===== src/rtl/branch_resolve_unit.sv =====
// Decode-stage branch resolution: stalls on unresolved operands, then issues a one-cycle registered redirect.
// Optional macro BRANCH_RESOLVE_STATS_EN adds saturating resolve/taken/stall counters.
//
// state | meaning
// IDLE  | no branch pending; resolves in the same cycle when operands are ready
// WAIT  | conditional branch in ID waiting for forwardable operands
// REDIR | redirect cycle: pc_sel/flush_ifid asserted, wrong-path ID bubbled
module branch_resolve_unit #(
   parameter int WIDTH = 32
) (
   input  logic             clk,
   input  logic             rst,
   input  logic [2:0]       br_op,
   input  logic             Eq,
   input  logic             Ne,
   input  logic             Gt,
   input  logic             Lt,
   input  logic             opnd_rdy,
   input  logic             kill,
   input  logic [WIDTH-1:0] pc_plus4,
   input  logic [WIDTH-1:0] imm,
   input  logic [WIDTH-1:0] jmp_target,
   output logic             stall_if,
   output logic             stall_id,
   output logic             id_bubble,
   output logic             pc_sel,
   output logic [WIDTH-1:0] br_target,
   output logic             flush_ifid
`ifdef BRANCH_RESOLVE_STATS_EN
   ,
   output logic [31:0]      stat_resolved,
   output logic [31:0]      stat_taken,
   output logic [31:0]      stat_stall_cycles
`endif
);

   typedef enum logic [1:0] {IDLE, WAIT, REDIR} state_t;

   state_t           state, state_nxt;
   logic             cond, hz, taken, stall, bubble, ld_target, resolve;
   logic [WIDTH-1:0] target;

   always_comb begin
      cond  = (br_op != 3'b000) && (br_op != 3'b111);
      hz    = cond && !opnd_rdy && !kill;
      taken = 1'b0;
      case (br_op)
         3'b001:  taken = Eq;
         3'b010:  taken = Ne;
         3'b011:  taken = Gt;
         3'b100:  taken = Lt;
         3'b101:  taken = Gt | Eq;
         3'b110:  taken = Lt | Eq;
         3'b111:  taken = 1'b1;
         default: taken = 1'b0;
      endcase
      target = (br_op == 3'b111) ? jmp_target : pc_plus4 + (imm << 2);
   end

   always_comb begin
      state_nxt = state;
      stall     = 1'b0;
      bubble    = 1'b0;
      ld_target = 1'b0;
      resolve   = 1'b0;
      case (state)
         IDLE: begin
            if ((br_op != 3'b000) && !kill) begin
               if (hz) begin
                  state_nxt = WAIT;
                  stall     = 1'b1;
               end else begin
                  resolve = 1'b1;
                  if (taken) begin
                     ld_target = 1'b1;
                     state_nxt = REDIR;
                  end
               end
            end
         end
         WAIT: begin
            if (kill) begin
               state_nxt = IDLE;
            end else if (!opnd_rdy) begin
               stall = 1'b1;
            end else begin
               resolve   = 1'b1;
               ld_target = taken;
               state_nxt = taken ? REDIR : IDLE;
            end
         end
         REDIR: begin
            bubble    = 1'b1;
            state_nxt = IDLE;
         end
         default: state_nxt = IDLE;
      endcase
      // Reset is synchronous, so the decode above may still see a stale state during the reset cycle.
      if (rst) begin
         stall     = 1'b0;
         bubble    = 1'b0;
         ld_target = 1'b0;
         resolve   = 1'b0;
         state_nxt = IDLE;
      end
   end

   assign stall_if  = stall;
   assign stall_id  = stall;
   assign id_bubble = stall | bubble;

   always_ff @(posedge clk) begin
      if (rst) begin
         state      <= IDLE;
         pc_sel     <= 1'b0;
         flush_ifid <= 1'b0;
         br_target  <= '0;
      end else begin
         state      <= state_nxt;
         pc_sel     <= ld_target;
         flush_ifid <= ld_target;
         if (ld_target) br_target <= target;
      end
   end

`ifdef BRANCH_RESOLVE_STATS_EN
   always_ff @(posedge clk) begin
      if (rst) begin
         stat_resolved     <= '0;
         stat_taken        <= '0;
         stat_stall_cycles <= '0;
      end else begin
         if (resolve && (stat_resolved != 32'hFFFF_FFFF))       stat_resolved     <= stat_resolved + 32'd1;
         if (ld_target && (stat_taken != 32'hFFFF_FFFF))        stat_taken        <= stat_taken + 32'd1;
         if (stall && (stat_stall_cycles != 32'hFFFF_FFFF))     stat_stall_cycles <= stat_stall_cycles + 32'd1;
      end
   end
`endif

endmodule


===== config.mk =====
export PLATFORM = sky130hd
export DESIGN_NAME = branch_resolve_unit
export DESIGN_NICKNAME = d
export VERILOG_FILES = /design/src/rtl/branch_resolve_unit.sv
export SDC_FILE = /design/constraint.sdc
export NUM_CORES = 1
export LEC_CHECK = 0
export CAP_MARGIN = 30
export CORE_MARGIN = 4
export CORE_UTILIZATION = 47
export CTS_BUF_LIST = sky130_fd_sc_hd__clkbuf_16
export DETAILED_ROUTE_END_ITERATION = 10
export GPL_ROUTABILITY_DRIVEN = 0
export HOLD_SLACK_MARGIN = 0.02
export PLACE_DENSITY = 0.88
export SYNTH_ARGS = -nofsm -noshare
export SYNTH_HDL_FRONTEND = slang
export SYNTH_SLANG_ARGS = --single-unit

===== constraint.sdc =====
create_clock -name clk -period 3.8 [get_ports clk]
set_input_delay 0.57 -clock clk [delete_from_list [all_inputs] [get_ports clk]]
set_output_delay 0.57 -clock clk [all_outputs]
set_load 0.02 [all_outputs]

Yosys cells after proc, flatten, opt, wreduce, memory -nomap -nowiden
Cells that the tools add are included.
Widths: inputs -> output; s select.

word-level totals
  flip-flop bits (word level) = 35
  bits of input ports = 107
  output and inout port bits = 37
  word-level logic and storage cells = 53

operators by class
  add/sub/neg operators = 1
  equality and inequality tests = 13
  muxes and demuxes = 24
  bitwise operators = 3
  reduce and logical (&&, ||, !) cells = 9

operators by type and width
  cell                count
  $add 32x32->32      1
  $mux 32             1
  $mux 1              13
  $eq 3x3->1 const B  4
  $mux 2              6
  $ne 3x3->1 const B  3
  $pmux 1 s7          1
  $eq 3x2->1 const B  2
  $logic_and 1x1->1   4
  $pmux 1 s2          2
  $pmux 2 s2          1
  $eq 3x1->1 const B  1
  $or 1x1->1          3
  $reduce_and 3->1    1
  $reduce_bool 3->1   1
  $eq 2x1->1 const B  1
  $eq 2x2->1 const B  1
  $logic_not 1->1     2
  $logic_not 2->1     1
  $ne 2x2->1 const B  1

Logic depth before layout (Yosys ltp)
  word-level depth = 9
  gate-level depth with buffers = 10
  depth with buffers taken out = 10

Worst setup path after synthesis
Ideal clock, no wire load.

  path kind = input to register
  start = input pc_plus4[2]
  end = register br_target[24]
  library setup time = 0.146 ns
  arrival = 2.566 ns
  data required time = 3.654 ns
  setup slack = 1.088 ns
  stages = 10
  buffers on the path = 0
  path through = ha_1 > fa_1 > a21oi_1 > nor2_1 > o311ai_2 > o21ai_2 > a31o_4 > a31oi_4 > mux2i_1 > a311oi_2

on the way
  word-level cells in the longest chain between the ends = 2

ends and longest elaborated chain
  what                  RTL line  text
  from (decl)           20        input logic [WIDTH-1:0] pc_plus4,
  $add 32x32->32        57        target = (br_op == 3'b111) ? jmp_target : pc_plus4 + (imm << 2);
  $mux 32               57
  to (signal assigned)  122       if (ld_target) br_target <= target;
  to (decl)             27        output logic [WIDTH-1:0] br_target,

Every way passes these cells.
A chain may end at the register's enable or synchronous reset.

Final worst setup path
  start = input pc_plus4[2]
  end = register br_target[30]

The elaborated chain is that of the path after synthesis.

==> impl_results.md <==
- Outcome: complete, no violations
- Synth async-reset ratio: 0%
- Core Region: 6830 um2
- Gate Count Post-Synth: 431
- CP Launch Type: input pin
- Final HPWL DP: 8.40 mm
- Layout net count: 691
- Worst R2R Start: state[1]
- Clock Latency Late Sink: 0.28 ns
- Synth unique cells: 56
- Primary FF master, synth: dfxtp_1
- CTS H-tree depth: 2
- Worst Tran Pin Value: 0.791 ns
- DIE AREA: 8460 um2
- Busiest grt layer: met2
- Max Cap Violations: 0
- Worst path cell trace: clkdlybuf4s50_1 -> ha_1 -> fa_1 -> a21oi_1 -> nor2_1 -> o311ai_2 -> o21ai_2 -> a311oi_1 -> o21ai_1 -> xnor2_1 -> a221oi_1
- CTS tree: done
- Post-CTS Setup Repair Bufs: 0
- Worst setup slack after layout: 0.600 ns
- Vias in the first global route: 3704
- Tmin final: 3.20 ns
- DRC: 0
- Filler cells: roughly 550
- Synth area leaders: dfxtp_1 21%, ha_1 11%, nand2_1 7.0%, a21o_1 6.3%, nor2_1 5.7%
- Hold Vio Cnt, Final: 0
- Max frequency: 312 MHz
- Leak: 1.98 nW
- Clk slew on worst S/H paths: ~0.06 ns
- Global routing met3 resource utilization: 3.12%
- Mapped Area: 3310 um2
- Gr ovfl total: 0
- Worst Path Arrival: 3.38 ns
- Grt met1 use: 29.6%
- Post-cts resize count: 0
- Post-layout util: 72.2%
- CP Launch Point: pc_plus4[2]
- Critical Path End Type: register
- Worst hold path startpoint: br_target[6]
- Post-CTS Hold Fix Bufs: 0
- Sum Neg Setup Slack: 0 ns
- Diode count: 0
- Skew final: around 0.0029 ns
- Initial drt markers: 138
- Slew HR: approximately 47%
- Setup Viol. Count Final: 0
- Count of standard-cell rows: 30
- CP delay by family, top: compound AO/OA/AOI/OAI gates
- Initial antenna violation count: 0
- Final Cycle Share: a little over four fifths
- CP bufs+invs: 1
- Post-synth top cells: 62 x nand2_1, 50 x nor2_1, 35 x dfxtp_1
- Chip Height: roughly 92 um
- Post-place instance area: 4770 um2
- Post-synth top area share: 21.1%
- Final wirelength: between 10 and 15 mm
- Slowest cell on the critical path: o311ai_2
- CTS max path bufs: 2
- Dpl ws: about 0.33 ns
- Largest net degree at the start of global routing: 41
- Worst endpoint required time: 3.98 ns
- Layout cell share with drive strength beyond 1: 4.86%
- Post-route ant nets: 0
- Met2 GRT Util: roughly 44%
- Worst hold path type: register to register
- Worst-path fanout max: 3
- Register area share after synthesis: 21.1%
- Die width: a little over 90 um
- Starting Density: 48.5%
- Worst VDD drop: about 0.23 mV
- Largest area contributor in the netlist: dfxtp_1
- Clk root buf: clkbuf_16
- Post-synth EDFFs: 0
- Syn. warnings: 0
- CTS Buf Count: 5
- I/O Pins: 144
- First-pass GRT wire length: 17.2 mm
- Area Growth Syn to Fin: 48.9%
- First-pass DRT Iterations: 5
- Power per cell area: 296 nW/um2
- Final hold slack: 0.475 ns
- Post-synthesis area per instance: 7.69 um2
- Fin area: 4930 um2
- CTS Sinks: 35
- #FFs+latches synth: 35
- Vias: between 3000 and 4000
- Slew Limit Fails: 0
- Most common cell in the netlist: nand2_1
- CP Class: input pin to register
- Total global-route track usage: 24.2%
- Port Buffer Count: 141
- WL/cell: approximately 16 um
- Critical path's largest stage delay: around 0.42 ns
- Number of vias per cell: 5.73
- Mapped Nets: 568
- RSZ-0062 raised after global routing: false
-- path summary, 6_finish.rpt --
check / depth (start not counted) / endpoint / slack, ns
max: 11 / br_target[30] / 0.60
min: 2 / br_target[6] / 0.47
max reg2reg: 5 / br_target[2] / 1.57
min reg2reg: 2 / br_target[6] / 0.47
-- sequential cells by signal, indices dropped and copies added (netlist names) --
register and cells:
br_target 32, flush_ifid 1, state 2
-- per-stage QoR --
step | cells | total power [W]
finish | 651 | 0.00146
global placement | 643 | 0.000969
global route | 651 | 0.00154
detailed placement | 643 | 0.000986
floorplan | 431 | 0.000762
CTS | 651 | 0.00146
-- routing by layer --
metal / vias to the layer above / wire, um
met2: 157 / 5450
met4: 0 / 144
met3: 15 / 707
li1: 1833 / -
met1: 1726 / 4330
met5: - / 0
-- cell type report --
type,instances,area [um2],share of cell area [%]
Sequential cell,35,701,14.2
Tap cell,96,120,2.43
Multi-Input combinational cell,359,2450,49.7
Timing Repair Buffer,147,1470,29.8
Clock inverter,3,43.8,0.887
Clock buffer,5,125,2.54
Inverter,6,22.5,0.456
-- placed cells by master, fill, tap and decap left out, types with 7 or more instances in the layout --
cell	synthesis	routed
a21o_1	28	28
a21oi_1	25	25
a311oi_1	21	21
and3_1	7	7
clkdlybuf4s50_1	0	141
dfxtp_1	35	35
ha_1	29	29
nand2_1	62	62
nand3_1	9	9
nand4_1	7	7
nor2_1	50	50
nor3_1	7	7
o21ai_0	8	8
o21ai_1	8	8
xnor2_1	11	11
xor2_1	13	13
-- report_power, final --
group | internal (W) | switching [W] | leakage (nW)
clock | 0.000309 | 0.000165 | 0.0838
combinational | 0.000295 | 0.000297 | 1.61
sequential | 0.000385 | 0.00000980 | 0.284
total | 0.000989 | 0.000472 | 1.98
-- cell families after synthesis --
family                     count (synthesis)  synth area share [%]
AOI/OAI and AO/OA                        136                  32.2
adders and majority gates                 30                  11.6
muxes                                      6                  1.85
buffers and inverters                     37                  5.06
xor gates and xnor gates                  24                  6.34
DFF                                       35                  21.1
and+or+nand+nor                          163                  21.9
-- worst register-to-register path, stage by stage (launching register included) --
cell and delay (ns):
dfxtp_1 0.31, or3_1 0.47, a211oi_4 0.71, buf_12 0.30
nor2_1 0.07, a311oi_1 0.28
No activity file was read; power rests on OpenSTA's default activity.
